==> src/rtl/func_arbiter_pkg.sv <==
// rtl/func_arbiter_pkg.sv - shared widths, return word type and split helper
package func_arbiter_pkg;

  localparam int RET_DW     = 16;
  localparam int ROB_W      = 4;
  localparam int CALL_SEQ_W = 8;
  localparam int CHILD_N    = 4;
  localparam int CHILD_ID_W = (CHILD_N == 1) ? 1 : $clog2(CHILD_N);

  // One word of the per-parent return FIFO, child id in the MSBs
  typedef struct packed {
    logic [CHILD_ID_W-1:0] child;
    logic [RET_DW-1:0]     val;
  } ret_word_t;

  function automatic ret_word_t splitRetWord(input logic [CHILD_ID_W+RET_DW-1:0] dout);
    return ret_word_t'(dout);
  endfunction

endpackage

==> src/rtl/parent_ret_rob_if.sv <==
// rtl/parent_ret_rob_if.sv - call, return-FIFO and result bundle of the parent reorder buffer
interface parent_ret_rob_if #(
  parameter int LOG_CHILD = 2,
  parameter int RET_DW    = 16,
  parameter int LOG_ROB   = 2
);
  logic                        call_vld_i;
  logic [LOG_CHILD-1:0]        call_child_i;
  logic                        call_rdy_o;
  logic [LOG_ROB-1:0]          call_tag_o;
  logic                        retFifo_empty_n_i;
  logic [LOG_CHILD+RET_DW-1:0] retFifo_dout_i;
  logic                        retFifo_pop_o;
  logic                        ret_vld_o;
  logic                        ret_rdy_i;
  logic [RET_DW-1:0]           ret_data_o;
  logic [LOG_ROB-1:0]          ret_tag_o;
  logic                        err_o;

  // Reorder buffer side
  modport slave (
    input  call_vld_i, call_child_i, retFifo_empty_n_i, retFifo_dout_i, ret_rdy_i,
    output call_rdy_o, call_tag_o, retFifo_pop_o, ret_vld_o, ret_data_o, ret_tag_o, err_o
  );

  // Parent core / return FIFO side
  modport master (
    output call_vld_i, call_child_i, retFifo_empty_n_i, retFifo_dout_i, ret_rdy_i,
    input  call_rdy_o, call_tag_o, retFifo_pop_o, ret_vld_o, ret_data_o, ret_tag_o, err_o
  );
endinterface

==> src/rtl/parent_ret_rob_ret_tag_fifo.sv <==
// rtl/parent_ret_rob_ret_tag_fifo.sv - per-child FIFO of outstanding reorder slot tags
module ret_tag_fifo #(
  parameter int WIDTH = 2,
  parameter int DEPTH = 4
) (
  input  logic             clk,
  input  logic             rstn,
  input  logic             push,
  input  logic [WIDTH-1:0] pushData,
  input  logic             pop,
  output logic [WIDTH-1:0] popData,
  output logic             empty,
  output logic             full
);
  localparam int AW = (DEPTH == 1) ? 1 : $clog2(DEPTH);

  logic [WIDTH-1:0] mem [DEPTH];
  logic [AW:0]      wrPtr;
  logic [AW:0]      rdPtr;

  // Extra pointer MSB separates full from empty when the index bits match
  assign empty   = (wrPtr == rdPtr);
  assign full    = (wrPtr[AW] != rdPtr[AW]) && (wrPtr[AW-1:0] == rdPtr[AW-1:0]);
  assign popData = mem[rdPtr[AW-1:0]];

  // Pointer update, cleared on reset
  always_ff @(posedge clk) begin
    if (!rstn) begin
      wrPtr <= '0;
      rdPtr <= '0;
    end else begin
      if (push && !full) wrPtr <= wrPtr + 1'b1;
      if (pop && !empty) rdPtr <= rdPtr + 1'b1;
    end
  end

  // Tag storage; contents are meaningless while the pointers say empty
  always_ff @(posedge clk) begin
    if (push && !full) mem[wrPtr[AW-1:0]] <= pushData;
  end

endmodule

==> src/rtl/parent_ret_rob.sv <==
// rtl/parent_ret_rob.sv - parent-side reorder buffer releasing child returns in call order
module parent_ret_rob #(
  parameter int CHILD     = func_arbiter_pkg::CHILD_N,
  parameter int LOG_CHILD = (CHILD == 1) ? 1 : $clog2(CHILD),
  parameter int RET_DW    = func_arbiter_pkg::RET_DW,
  parameter int ROB_W     = func_arbiter_pkg::ROB_W
) (
  input logic                clk,
  input logic                rstn,
  parent_ret_rob_if.slave    bus
);
  import func_arbiter_pkg::*;

  localparam int LOG_ROB = $clog2(ROB_W);
  localparam logic [LOG_ROB:0] ROB_FULL = (LOG_ROB + 1)'(ROB_W);

  logic [LOG_ROB-1:0] head;
  logic [LOG_ROB-1:0] tail;
  logic [LOG_ROB:0]   cnt;
  logic [ROB_W-1:0]   slotVld;
  logic [RET_DW-1:0]  robData [ROB_W];

  logic [CHILD-1:0]   tagPush;
  logic [CHILD-1:0]   tagPop;
  logic [CHILD-1:0]   tagEmpty;
  logic [CHILD-1:0]   tagFull;
  logic [LOG_ROB-1:0] tagOut [CHILD];

  ret_word_t          word;
  logic               fireCall;
  logic               fireRet;
  logic               intakeHit;
  logic               intakeMiss;
  logic [LOG_ROB-1:0] intakeSlot;

  assign word = splitRetWord(bus.retFifo_dout_i);

  // Allocation looks only at registered cnt, so a slot freed this cycle is reusable next cycle
  assign bus.call_rdy_o = (cnt < ROB_FULL);
  assign bus.call_tag_o = tail;
  assign fireCall       = bus.call_vld_i & bus.call_rdy_o;

  // Always drain; tag FIFO state is registered so a same-cycle call cannot satisfy this word
  assign bus.retFifo_pop_o = bus.retFifo_empty_n_i;
  assign intakeHit         = bus.retFifo_empty_n_i & ~tagEmpty[word.child];
  assign intakeMiss        = bus.retFifo_empty_n_i &  tagEmpty[word.child];
  assign intakeSlot        = tagOut[word.child];

  assign bus.ret_vld_o  = slotVld[head];
  assign bus.ret_data_o = robData[head];
  assign bus.ret_tag_o  = head;
  assign fireRet        = bus.ret_vld_o & bus.ret_rdy_i;

  // Route push to the called child's tag FIFO and pop to the returning child's
  always_comb begin
    tagPush = '0;
    tagPop  = '0;
    if (fireCall && !tagFull[bus.call_child_i]) tagPush[bus.call_child_i] = 1'b1;
    if (intakeHit) tagPop[word.child] = 1'b1;
  end

  for (genvar g = 0; g < CHILD; g++) begin : g_tag
    ret_tag_fifo #(
      .WIDTH (LOG_ROB),
      .DEPTH (ROB_W)
    ) u_tag_fifo (
      .clk      (clk),
      .rstn     (rstn),
      .push     (tagPush[g]),
      .pushData (tail),
      .pop      (tagPop[g]),
      .popData  (tagOut[g]),
      .empty    (tagEmpty[g]),
      .full     (tagFull[g])
    );
  end

  // Slot bookkeeping: allocate at tail, fill on intake, retire at head
  always_ff @(posedge clk) begin
    if (!rstn) begin
      head      <= '0;
      tail      <= '0;
      cnt       <= '0;
      slotVld   <= '0;
      bus.err_o <= 1'b0;
      for (int i = 0; i < ROB_W; i++) robData[i] <= '0;
    end else begin
      if (fireCall) begin
        slotVld[tail] <= 1'b0;
        tail          <= tail + 1'b1;
      end
      if (fireRet) begin
        slotVld[head] <= 1'b0;
        head          <= head + 1'b1;
      end
      // Intake slot is outstanding, so it never collides with tail or a valid head
      if (intakeHit) begin
        robData[intakeSlot] <= word.val;
        slotVld[intakeSlot] <= 1'b1;
      end
      if (intakeMiss) bus.err_o <= 1'b1;
      case ({fireCall, fireRet})
        2'b10:   cnt <= cnt + 1'b1;
        2'b01:   cnt <= cnt - 1'b1;
        default: cnt <= cnt;
      endcase
    end
  end

endmodule

==> src/flat_wrapper.sv <==
// flat-port wrapper written by rule: the top's interface ports become plain ports
module parent_ret_rob_flat import func_arbiter_pkg::*;
#(
  parameter int CHILD     = func_arbiter_pkg::CHILD_N,
  parameter int LOG_CHILD = (CHILD == 1) ? 1 : $clog2(CHILD),
  parameter int RET_DW    = func_arbiter_pkg::RET_DW,
  parameter int ROB_W     = func_arbiter_pkg::ROB_W
)
  (clk, rstn, bus_call_vld_i, bus_call_child_i, bus_retFifo_empty_n_i, bus_retFifo_dout_i, bus_ret_rdy_i, bus_call_rdy_o, bus_call_tag_o, bus_retFifo_pop_o, bus_ret_vld_o, bus_ret_data_o, bus_ret_tag_o, bus_err_o);
  parent_ret_rob_if #(.LOG_CHILD(LOG_CHILD), .RET_DW(RET_DW), .LOG_ROB(2)) bus_i ();
  input logic clk;
  input logic rstn;
  input wire logic [$bits(bus_i.call_vld_i)-1:0] bus_call_vld_i;
  input wire logic [$bits(bus_i.call_child_i)-1:0] bus_call_child_i;
  input wire logic [$bits(bus_i.retFifo_empty_n_i)-1:0] bus_retFifo_empty_n_i;
  input wire logic [$bits(bus_i.retFifo_dout_i)-1:0] bus_retFifo_dout_i;
  input wire logic [$bits(bus_i.ret_rdy_i)-1:0] bus_ret_rdy_i;
  output wire logic [$bits(bus_i.call_rdy_o)-1:0] bus_call_rdy_o;
  output wire logic [$bits(bus_i.call_tag_o)-1:0] bus_call_tag_o;
  output wire logic [$bits(bus_i.retFifo_pop_o)-1:0] bus_retFifo_pop_o;
  output wire logic [$bits(bus_i.ret_vld_o)-1:0] bus_ret_vld_o;
  output wire logic [$bits(bus_i.ret_data_o)-1:0] bus_ret_data_o;
  output wire logic [$bits(bus_i.ret_tag_o)-1:0] bus_ret_tag_o;
  output wire logic [$bits(bus_i.err_o)-1:0] bus_err_o;
  assign bus_i.call_vld_i = bus_call_vld_i;
  assign bus_i.call_child_i = bus_call_child_i;
  assign bus_i.retFifo_empty_n_i = bus_retFifo_empty_n_i;
  assign bus_i.retFifo_dout_i = bus_retFifo_dout_i;
  assign bus_i.ret_rdy_i = bus_ret_rdy_i;
  assign bus_call_rdy_o = bus_i.call_rdy_o;
  assign bus_call_tag_o = bus_i.call_tag_o;
  assign bus_retFifo_pop_o = bus_i.retFifo_pop_o;
  assign bus_ret_vld_o = bus_i.ret_vld_o;
  assign bus_ret_data_o = bus_i.ret_data_o;
  assign bus_ret_tag_o = bus_i.ret_tag_o;
  assign bus_err_o = bus_i.err_o;
  parent_ret_rob #(.CHILD(CHILD), .LOG_CHILD(LOG_CHILD), .RET_DW(RET_DW), .ROB_W(ROB_W)) u_core (.clk(clk), .rstn(rstn), .bus(bus_i));
endmodule
==> config.mk <==
export PLATFORM = sky130hd
export DESIGN_NAME = parent_ret_rob_flat
export DESIGN_NICKNAME = d
export VERILOG_FILES = /design/src/rtl/func_arbiter_pkg.sv /design/src/rtl/parent_ret_rob_if.sv /design/src/rtl/parent_ret_rob_ret_tag_fifo.sv /design/src/rtl/parent_ret_rob.sv /design/src/flat_wrapper.sv
export SDC_FILE = /design/constraint.sdc
export NUM_CORES = 1
export LEC_CHECK = 0
export BUFFER_PORTS_ARGS = -buffer_cell sky130_fd_sc_hd__clkbuf_2
export CORE_ASPECT_RATIO = 0.75
export CORE_MARGIN = 4
export CORE_UTILIZATION = 55
export CTS_BUF_LIST = sky130_fd_sc_hd__clkbuf_16
export CTS_CLUSTER_DIAMETER = 200
export DETAILED_ROUTE_END_ITERATION = 10
export PLACE_DENSITY = 0.74
export SETUP_SLACK_MARGIN = 0.05
export SYNTH_ARGS = -nofsm -noshare
export SYNTH_HDL_FRONTEND = slang
export SYNTH_SLANG_ARGS = --single-unit
==> constraint.sdc <==
create_clock -name clk -period 6.5 [get_ports clk]
set_input_delay 1.3 -clock clk [delete_from_list [all_inputs] [get_ports clk]]
set_output_delay 1.3 -clock clk [all_outputs]
set_load 0.02 [all_outputs]
==> results.md, run 1 <==
* Area Overhead vs Synth at 13.5%
* Resized cells post-CTS at 0
* Syn_nets at 556
* Final WS setup at 2.27 ns
* Pwr dens at 275 mW/mm²
* Synth area leader: edfxtp_1
* CP max stage delay at 1.03 ns
* Crit path cell chain: clkbuf_2 -> nor2b_1 -> nand2_1 -> and4_1 -> o211ai_4 -> o21ai_1 -> buf_4
* Htree depth at 4
* Tot GR Track Use at 20.2%
* First-pass GRT wire length at 21500 µm
* Total die area at 0.0141 mm²
* Number of global-route vias before repair at 3964
* Most used DFF post-synth: edfxtp_1
* Share of cells above drive strength 1 at 27.2%
* CTS root buf: clkbuf_16
* Synth top area cells: edfxtp_1, dfxtp_1, mux4_2, nor3_2, ha_1
* Yosys warns at 0
* Vias at 4086
* Worst setup EP type: flip-flop
* Headroom to the max-slew limit at 16.4%
* Maximum vdd ir drop at 0.222 mV
* CTS buffer count at 17
* FMAX at 236 MHz
* Hpwl dp at 9180 µm
* Met1 usage at 30.8%
* Final net count at 605
* WS Path Type: in2reg
* Routability Congestion at 0.840
* Final setup viols at 0
* Outcome: finished, final reports clean
* Clock buffer depth at 2
* Post-Syn Area at 0.00672 mm²
* EDFF count, synth at 96
* Mean routed wirelength per cell at 18.7 µm
* Gr busiest metal: met1
* #FFs+latches synth at 142
* Site Rows at 34
* Synth unique cells at 49
* IO Pins at 49
* Pwr Total at 2.10 mW
* Number of fill cells in the layout at 859
* Max Cap Viol at 0
* Final hold vios at 0
* Max stage delay cell, worst path: and4_1
* Static Leak at 2.79 nW
* CTS tree: done
* Buffers added on ports at 48
* Minimum clock period at 4.23 ns
* Die X at 136 µm
* Asr flop ratio synth at 0%
* # clock sinks at 142
* Post-synth top area share at 42.9%
* # hold bufs at CTS at 0
* Final ANT Viol Nets at 0
* Seq/Total Area, Yosys at 56.6%
* Met2 Use GR at 28.5%
* Critical path fanouts, max at 21
* Largest net degree at the start of global routing at 55
* Worst path required time at 6.62 ns
* Number of antenna diodes at 0
* Crit share post-route at 65.1%
* Hold path start: u_core.bus.err_o$_SDFFE_PN0P_
* Core area at 0.0118 mm²
* CP arrival at 4.35 ns
* Grt total ovfl at 0
* Antenna violations before repair at 0
* Final wirelength at 13500 µm
* Synthesized instance count at 501
* RSZ-0062 raised after global routing: false
* Post-CTS Setup Inserts at 0
* Hold WS at 0.449 ns
* Layout Skew at 0.00698 ns
* DR pass1 iterations at 5
* Initial Util at 57.1%
* Worst-path clk slew at 0.06 ns
* Fin util at 64.7%
* Worst-Margin Slew at 1.25 ns
* Mean Syn Cell Area at 13.4 µm²
* Fin Setup TNS at 0 ns
* Hold Crit Depth at 2
* M3 GR Usage at 4.07%
* DR DRC count at 0
* First DRT Iteration DRCs at 389
* FF-to-FF path depth at 6
* Pins over their slew limit at 0
* Dpl ws at 1.86 ns
* Skew-Pair Late Insertion Delay at 0.42 ns
* Via density per instance at 5.64
* Die height at 104 µm
* Tightest Hold Check Type: reg2reg
* Startpoint types: primary input
* Setup crit start: bus_retFifo_dout_i[17]
[through the flow]
stage,area [µm²],instances
after floorplan,6720,501
after global placement,7080,693
after detailed placement,7080,693
after CTS,7630,725
after global routing,7630,725
final,7630,725
[layer usage]
| layer | routed length (µm) | vias to the layer above | share of wire, % |
|---|---|---|---|
| met5 | 0 | - | 0 |
| met4 | 265 | 0 | 2.0 |
| met3 | 891 | 23 | 6.6 |
| met2 | 6030 | 137 | 45 |
| met1 | 6340 | 2011 | 47 |
| li1 | - | 1915 | - |
[flip-flops by register name, summed over array words and instances, names as in the netlist, named ones only]
register	cells
u_core.g_tag.u_tag_fifo.mem	32
u_core.g_tag.u_tag_fifo.rdPtr	12
u_core.bus.ret_tag_o	2
u_core.bus.err_o	1
u_core.robData	64
u_core.cnt	3
u_core.g_tag.u_tag_fifo.wrPtr	12
u_core.bus.call_tag_o	2
u_core.slotVld	4
[layout make-up]
cell class	count	area [µm²]	share of cell area (%)
clock buffer	17	425	5.58
sequential	142	3800	49.9
timing repair buffer	55	293	3.84
tap	162	203	2.66
multi-input combinational	296	2640	34.6
inverter	38	143	1.87
clock inverter	15	126	1.66
[worst paths after layout]
check / to / slack (ns)
max: u_core.robData[1][6]$_SDFFCE_PN0P_ / 2.27
min reg2reg: u_core.bus.err_o$_SDFFE_PN0P_ / 0.45
min: u_core.bus.err_o$_SDFFE_PN0P_ / 0.45
max reg2reg: u_core.robData[1][6]$_SDFFCE_PN0P_ / 2.58
[synthesized netlist by cell type (4+ instances only)]
master and count:
edfxtp_1 96, dfxtp_1 46, nor2_1 43, nor3_2 40, inv_1 37, ha_1 29
xnor2_1 26, nor3_1 24, mux4_2 22, and2_1 18, nand2_1 13, xor2_1 10
a21oi_1 9, buf_2 9, mux2i_1 8, clkbuf_1 7, nand3_1 7, o21ai_0 7
buf_6 4, nand4_1 4
[cell usage in the layout (no fill, tap or decap), types with 7 or more instances in the layout]
cell       instances
nand3_1            7
xor2_1            10
nor3_1            24
nor2_1            43
ha_1              29
edfxtp_1          96
xnor2_1           26
clkbuf_2          48
clkinv_1           7
a21oi_1            9
inv_1             37
and2_1            18
buf_4              7
clkbuf_16         17
mux4_2            22
nor3_2            40
nand2_1           13
mux2i_1            8
dfxtp_1           46
[critical path: cells and delay by family]
| family | cells | cell delay, ns |
|---|---|---|
| buf+inv | 2 | 0.50 |
| simple gates | 3 | 1.36 |
| compound gates | 2 | 1.18 |
[cells by family after synthesis]
| group | count (synthesis) | synth area share [%] |
|---|---|---|
| muxes | 31 | 8.95 |
| AOI/OAI and AO/OA | 36 | 4.67 |
| buffers and inverters | 63 | 4.30 |
| and+or+nand+nor | 163 | 15.1 |
| DFF | 142 | 56.6 |
| adders and majority gates | 30 | 5.69 |
| xor gates and xnor gates | 36 | 4.69 |
[power breakdown]
group	switching (mW)	internal (mW)	total [mW]
combinational	0.115	0.0533	0.168
clock	0.355	0.554	0.909
sequential	0.0192	1.00	1.02
total	0.489	1.61	2.10
Power figures use the tool's default switching activity.
==> inputs of run 2 (changes only) <==
- ABC_AREA: not set -> 1
- clock period: 6.5 -> 4.15 ns (I/O delays scaled with it)
==> run 2 against run 1 <==
  * Synthesized area grew 4.7%
  * Critical endpoint is now bus_ret_data_o[10]
  * Clock-buffer cell count is the same
  * Highest routed layer unchanged
  * Critical path type is now reg2out
  * Sequential share of layout area shrank 2.1 points
==> results.md, run 2 <==
* Outcome: finished, final reports clean
* Tightest Hold Check Type: reg2reg
* DR DRC count at 0 (unchanged)
* Count leader, synth: nand2_1
* DR pass1 iterations at 5 (unchanged)
* Hold Crit Depth at 1 (-1)
* Final ANT Viol Nets at 0 (unchanged)
* Crit share post-route at 73.2%
* Routability Congestion at 0.846 (+0.70%)
* Clock buffer depth at 2 (unchanged)
* CTS root buf: clkbuf_16
* RSZ-0062 raised after global routing: false
* Tot GR Track Use at 20.9% (+0.70 points)
* Via density per instance at 5.37 (-4.7%)
* Synthesized instance count at 732 (+46%)
* Most used DFF post-synth: edfxtp_1
* Largest Register: u_core.robData
* Wl on met1 at 6840 µm (+7.9%)
* Buffers added on ports at 48 (unchanged)
* Syn_nets at 787 (+42%)
* First DRT Iteration DRCs at 374 (-3.9%)
* Mean routed wirelength per cell at 15.5 µm (-17%)
* Crit path cell chain: buf_4 -> inv_1 -> o21ai_0 -> o22ai_1 -> clkbuf_2
* Worst-Margin Slew at 0.841 ns (-0.413 ns)
* Worst path required time at 3.32 ns (-3.30 ns)
* Final net count at 836 (+38%)
* CTS tree: done
* Pwr dens at 452 mW/mm² (+65%)
* FF-to-FF End: u_core.robData[2][0]$_SDFFCE_PN0P_
* Static Leak at 3.35 nW (+20%)
* Post-Syn Area at 0.00704 mm² (+4.7%)
* Mean Syn Cell Area at 9.61 µm² (-28%)
* Largest net degree at the start of global routing at 34 (-38%)
* Pwr Total at 3.60 mW (+72%)
* Number of global-route vias before repair at 4964 (+25%)
* First-pass GRT wire length at 24400 µm (+13%)
* # clock sinks at 142 (unchanged)
* Post-CTS Setup Inserts at 0 (unchanged)
* Synth area leader: edfxtp_1
* Hold path start: u_core.cnt[0]$_SDFFE_PN0P_
* Worst-path clk slew at 0.06 ns (about the same)
* Commonest cells post-synth: nand2_1, nor2_1, edfxtp_1, inv_1, dfxtp_1
* Commonest non-fill, non-tap cell in the layout: nand2_1
* Minimum clock period at 3.04 ns
* Core area at 0.0124 mm² (+5.2%)
* Met2 wire len at 7090 µm (+18%)
* Final wirelength at 14900 µm (+10%)
* EDFF count, synth at 96 (unchanged)
* Pins over their slew limit at 0 (unchanged)
* CP max stage delay at 0.65 ns (-0.38 ns)
* Fin Setup TNS at 0 ns (unchanged)
* Top layer in use: met4
* Post-synth top area share at 41.0% (-1.9 points)
* Hold WS at 0.462 ns (+0.0123 ns)
* Asr flop ratio synth at 0% (unchanged)
* Max Cap Viol at 0 (unchanged)
* #FFs+latches synth at 142 (unchanged)
* Share of cells above drive strength 1 at 20.7% (-6.5 points)
* Antenna violations before repair at 0 (unchanged)
* Number of antenna diodes at 0 (unchanged)
* Area Overhead vs Synth at 13.2%
* Seq/Total Area, Yosys at 54.0% (-2.5 points)
* Resized cells post-CTS at 0 (unchanged)
* Reg area at 0.00380 mm² (unchanged)
* Final setup viols at 0 (unchanged)
* WP depth at 5 (-2)
* Synth top area cells: edfxtp_1, dfxtp_1, nand2_1, nor2_1, ha_1
* Max stage delay cell, worst path: inv_1
* FMAX at 329 MHz
* Startpoint types: flip-flop
* Finished Layout Cells at 960 (+32%)
* IO Pins at 49 (unchanged)
* Synth unique cells at 34 (-31%)
* Most frequent cells in the layout: nand2_1, nor2_1, edfxtp_1
* Total die area at 0.0147 mm² (+4.3%)
* FF-to-FF path depth at 9 (+3)
* Skew-Pair Late Insertion Delay at 0.42 ns (about the same)
* Number of fill cells in the layout at 957 (+11%)
* Layout Skew at 0.00760 ns (+0.000620 ns)
* Area of the multi-input gates at 0.00270 mm² (+2.6%)
* Hpwl dp at 10600 µm (+15%)
* Largest register FFs at 64 (unchanged)
* Final hold vios at 0 (unchanged)
* Yosys warns at 0 (unchanged)
* # hold bufs at CTS at 0 (unchanged)
* CTS buffer count at 17 (unchanged)
* Met3 wire length at 835 µm (-6.3%)
* WS Path Type: reg2out
* Worst Hold End: u_core.cnt[0]$_SDFFE_PN0P_
* CP arrival at 2.21 ns (-2.14 ns)
* Grt total ovfl at 0 (unchanged)
* Initial Util at 56.8% (-0.27 points)
* Maximum vdd ir drop at 0.375 mV (+69%)
* Crit-path leading delay family: buffers and inverters
* Headroom to the max-slew limit at 43.9% (+27 points)
* Buf/Inv on CP at 3 (+1)
* Die X at 139 µm (+2.2%)
* Worst setup EP type: primary output
* Fin util at 64.3% (-0.44 points)
* Site Rows at 35 (+2.9%)
* FF-to-FF Start: u_core.g_tag[2].u_tag_fifo.wrPtr[0]$_SDFFE_PN0P_
* Reg2Reg Setup Slack at 1.49 ns (-1.09 ns)
* Critical path fanouts, max at 33 (+57%)
* Die height at 106 µm (+2.1%)
* Post-Place Cells at 928 (+34%)
* Htree depth at 4 (unchanged)
* Vias at 5158 (+26%)
run 2: cell types whose count changed after synthesis, moves of 18 or more:
cell | before | now
nand2_1 | 13 | 115
nor2_1 | 43 | 108
inv_1 | 37 | 80
o21ai_0 | 7 | 44
nand3_1 | 7 | 32
mux4_2 | 22 | 0
xnor2_1 | 26 | 4
nor3_1 | 24 | 5
and2_1 | 18 | 0
run 2: layout make-up:
| class | count | share of cell area [%] |
|---|---|---|
| multi-input cells | 468 | 33.9 |
| inverters | 95 | 4.51 |
| well taps | 166 | 2.61 |
| clock inverters | 15 | 2.04 |
| flip-flops and latches | 142 | 47.7 |
| repair buffers | 57 | 3.86 |
| clock buffers | 17 | 5.34 |
run 2: cells by family after synthesis:
logic type                 share of synthesized area, %
buffers and inverters                              7.54
AOI/OAI and AO/OA                                  6.79
adders and majority gates                          5.44
DFF                                                54.0
xor gates and xnor gates                           1.49
and+or+nand+nor                                    24.7
run 2: worst max path at each step:
stage	slack, ns	to	startpoint
after floorplan	1.07	u_core.robData[3][0]$_DFFE_PP_	bus_retFifo_dout_i[16]
after global placement	1.20	u_core.robData[2][0]$_SDFFCE_PN0P_	bus_retFifo_dout_i[16]
after detailed placement	1.04	u_core.robData[2][15]$_SDFFCE_PN0P_	bus_retFifo_dout_i[16]
after CTS	1.12	bus_ret_data_o[10]	flip-flop
after global routing	0.86	bus_ret_data_o[8]	flip-flop
final	1.11	bus_ret_data_o[10]	flip-flop
run 2: layer usage:
layer	GRT usage [%]	vias to the layer above
met4	5.31	0
met2	33.3	141
met1	29.5	2475
met3	4.63	11
li1	-	2531
met5	0	-
run 2: through the flow:
| step | instance area [µm²] | worst slack, ns |
|---|---|---|
| final | 7970 | 1.11 |
| after global routing | 7970 | 0.862 |
| after CTS | 7970 | 1.12 |
| after detailed placement | 7380 | 1.04 |
| after global placement | 7380 | 1.20 |
| after floorplan | 7040 | 1.07 |
run 2: power by group:
part           total (mW)  internal (mW)  switching, mW  leakage [nW]
registers            1.64           1.59         0.0530          1.33
clock network        1.51          0.894          0.618         0.280
logic               0.449          0.131          0.318          1.74
==> inputs of run 3 (changes only) <==
- PLACE_DENSITY: 0.74 -> 0.77
- clock period: 4.15 -> 2.7 ns (I/O delays scaled with it)
==> run 3 against run 2 <==
  * Non-clock buffer count grew 9
  * Via count grew 2.0%
  * Final area grew 0.68%
  * Clock-buffer cell count is the same
  * Global-route usage grew 0.95 points
  * Clock skew grew 0.00091 ns
  * Final cell count grew 0.94%
  * Largest power group unchanged
  * Sequential share of layout area shrank 0.32 points
==> results.md, run 3 (same netlist as run 2, synthesis figures left out) <==
* Outcome: finished, final reports clean
* CP arrival at 1.81 ns (-0.40 ns)
* WS Path Type: reg2out
* Worst-path clk slew at 0.06 ns (about the same)
* DR DRC count at 0 (unchanged)
* Static Leak at 3.39 nW (+1.1%)
* Core area at 0.0124 mm² (unchanged)
* Largest register FFs at 64 (unchanged)
* CTS buffer count at 17 (unchanged)
* Layout Skew at 0.00851 ns (+0.000906 ns)
* Worst-Margin Slew at 0.824 ns (-0.0170 ns)
* Antenna violations before repair at 0 (unchanged)
* Fin util at 64.7% (+0.43 points)
* Tot GR Track Use at 21.9% (+0.95 points)
* Pwr Total at 5.52 mW (+53%)
* Number of antenna diodes at 0 (unchanged)
* Worst setup EP type: primary output
* Clock buffer depth at 2 (unchanged)
* Mean routed wirelength per cell at 16.2 µm (+4.5%)
* Pwr dens at 688 mW/mm² (+52%)
* Max Cap Viol at 0 (unchanged)
* Final ANT Viol Nets at 0 (unchanged)
* Die X at 139 µm (unchanged)
* Routability Congestion at 0.857 (+1.3%)
* Buffers added on ports at 48 (unchanged)
* Via density per instance at 5.43 (+1.0%)
* Number of global-route vias before repair at 5158 (+3.9%)
* Max stage delay cell, worst path: buf_4
* DR pass1 iterations at 6 (+1)
* Largest Register: u_core.robData
* Worst Hold End: u_core.cnt[0]$_SDFFE_PN0P_
* FMAX at 425 MHz
* Vias at 5260 (+2.0%)
* Final setup viols at 0 (unchanged)
* First-pass GRT wire length at 25800 µm (+5.7%)
* CTS root buf: clkbuf_16
* Die height at 106 µm (unchanged)
* Share of cells above drive strength 1 at 21.7% (+1.0 points)
* Site Rows at 35 (unchanged)
* First DRT Iteration DRCs at 609 (+63%)
* Crit path cell chain: inv_1 -> buf_4 -> o21ai_0 -> o22ai_1 -> clkbuf_2
* Final wirelength at 15700 µm (+5.5%)
* Skew-Pair Late Insertion Delay at 0.42 ns (about the same)
* Maximum vdd ir drop at 0.498 mV (+33%)
* CP max stage delay at 0.33 ns (-0.32 ns)
* Critical path fanouts, max at 26 (-21%)
* Worst path required time at 2.16 ns (-1.16 ns)
* FF-to-FF path depth at 14 (+5)
* CTS tree: done
* Pins over their slew limit at 0 (unchanged)
* Area Overhead vs Synth at 14.0%
* Headroom to the max-slew limit at 45.0% (+1.1 points)
* Htree depth at 4 (unchanged)
* Initial Util at 56.8% (unchanged)
* Hold Crit Depth at 1 (unchanged)
* FF-to-FF End: u_core.cnt[2]$_SDFFE_PN0P_
* RSZ-0062 raised after global routing: false
* FF-to-FF Start: u_core.bus.ret_tag_o[0]$_SDFFE_PN0N_
* Hold WS at 0.461 ns (-0.000746 ns)
* Hold path start: u_core.cnt[0]$_SDFFE_PN0P_
* Crit share post-route at 87.1%
* Final hold vios at 0 (unchanged)
* Grt total ovfl at 0 (unchanged)
* Most frequent cells in the layout: nand2_1, nor2_1, edfxtp_1
* # clock sinks at 142 (unchanged)
* Commonest non-fill, non-tap cell in the layout: nand2_1
* Largest net degree at the start of global routing at 33 (-2.9%)
* Final net count at 845 (+1.1%)
* IO Pins at 49 (unchanged)
* Tightest Hold Check Type: reg2reg
* Reg2Reg Setup Slack at 0.38 ns (-1.11 ns)
* Minimum clock period at 2.35 ns
* Hpwl dp at 10500 µm (-0.58%)
* Startpoint types: flip-flop
* Total die area at 0.0147 mm² (unchanged)
run 3: cell types whose count changed in the layout (fill, tap and decap cells not counted), sizes merged:
| cell | previous run | this run |
|---|---|---|
| inv | 101 | 97 |
| buf | 9 | 18 |
| clkinv | 3 | 8 |
| clkinvlp | 4 | 3 |
run 3: cell type report:
class	count	area (µm²)
clock buffer	17	425
timing repair buffer	66	375
sequential	142	3800
clock inverter	15	149
inverter	95	359
multi-input combinational	468	2700
fill	927	4370
tap	166	208
run 3: worst max-delay path by stage:
stage | startpoint | to | cells past startpoint
6_report | flip-flop | bus_ret_data_o[12] | 5
5_1_grt | u_core.bus.ret_tag_o[0]$_SDFFE_PN0N_ | u_core.cnt[2]$_SDFFE_PN0P_ | 14
4_1_cts | u_core.bus.ret_tag_o[0]$_SDFFE_PN0N_ | u_core.cnt[2]$_SDFFE_PN0P_ | 14
3_3_place_gp | bus_call_vld_i | u_core.g_tag[1].u_tag_fifo.mem[2][0]$_DFFE_PP_ | 7
2_1_floorplan | bus_retFifo_dout_i[17] | u_core.robData[0][0]$_SDFFCE_PN0P_ | 7
3_5_place_dp | u_core.bus.ret_tag_o[0]$_SDFFE_PN0N_ | u_core.cnt[2]$_SDFFE_PN0P_ | 14
run 3: routing by layer:
layer	vias up	track usage (%)	share of wire, %
met2	204	35.7	48
met3	27	4.77	6.6
met4	0	6.28	1.7
met1	2480	29.8	44
li1	2549	-	-
met5	-	0	0
run 3: critical path, delay by kind of cell (launching register included):
kind	cells	cell delay, ns
buffers and inverters	3	0.74
AO/OA/AOI/OAI	2	0.34
flip-flops	1	0.32
run 3: metrics by stage:
step | area, µm² | cells | worst slack, ns | TNS (ns)
floorplan | 7040 | 732 | -0.0715 | -2.29
global placement | 7450 | 937 | 0.404 | 0
detailed placement | 7450 | 937 | 0.285 | 0
CTS | 8020 | 969 | 0.264 | 0
global route | 8020 | 969 | 0.0902 | 0
finish | 8020 | 969 | 0.349 | 0
run 3: timing repair:
action | in CTS | in global routing
hold buffers | 0 | 0
endpoints found under the setup margin | 0 | 1
gates resized for setup | 0 | 2
setup buffers | 0 | 0
run 3: report_power, final:
group,switching (mW),internal (mW),leakage (nW),total [mW]
sequential,0.0661,2.44,1.33,2.51
combinational,0.525,0.220,1.78,0.745
clock,0.916,1.35,0.278,2.27
total,1.51,4.02,3.39,5.52
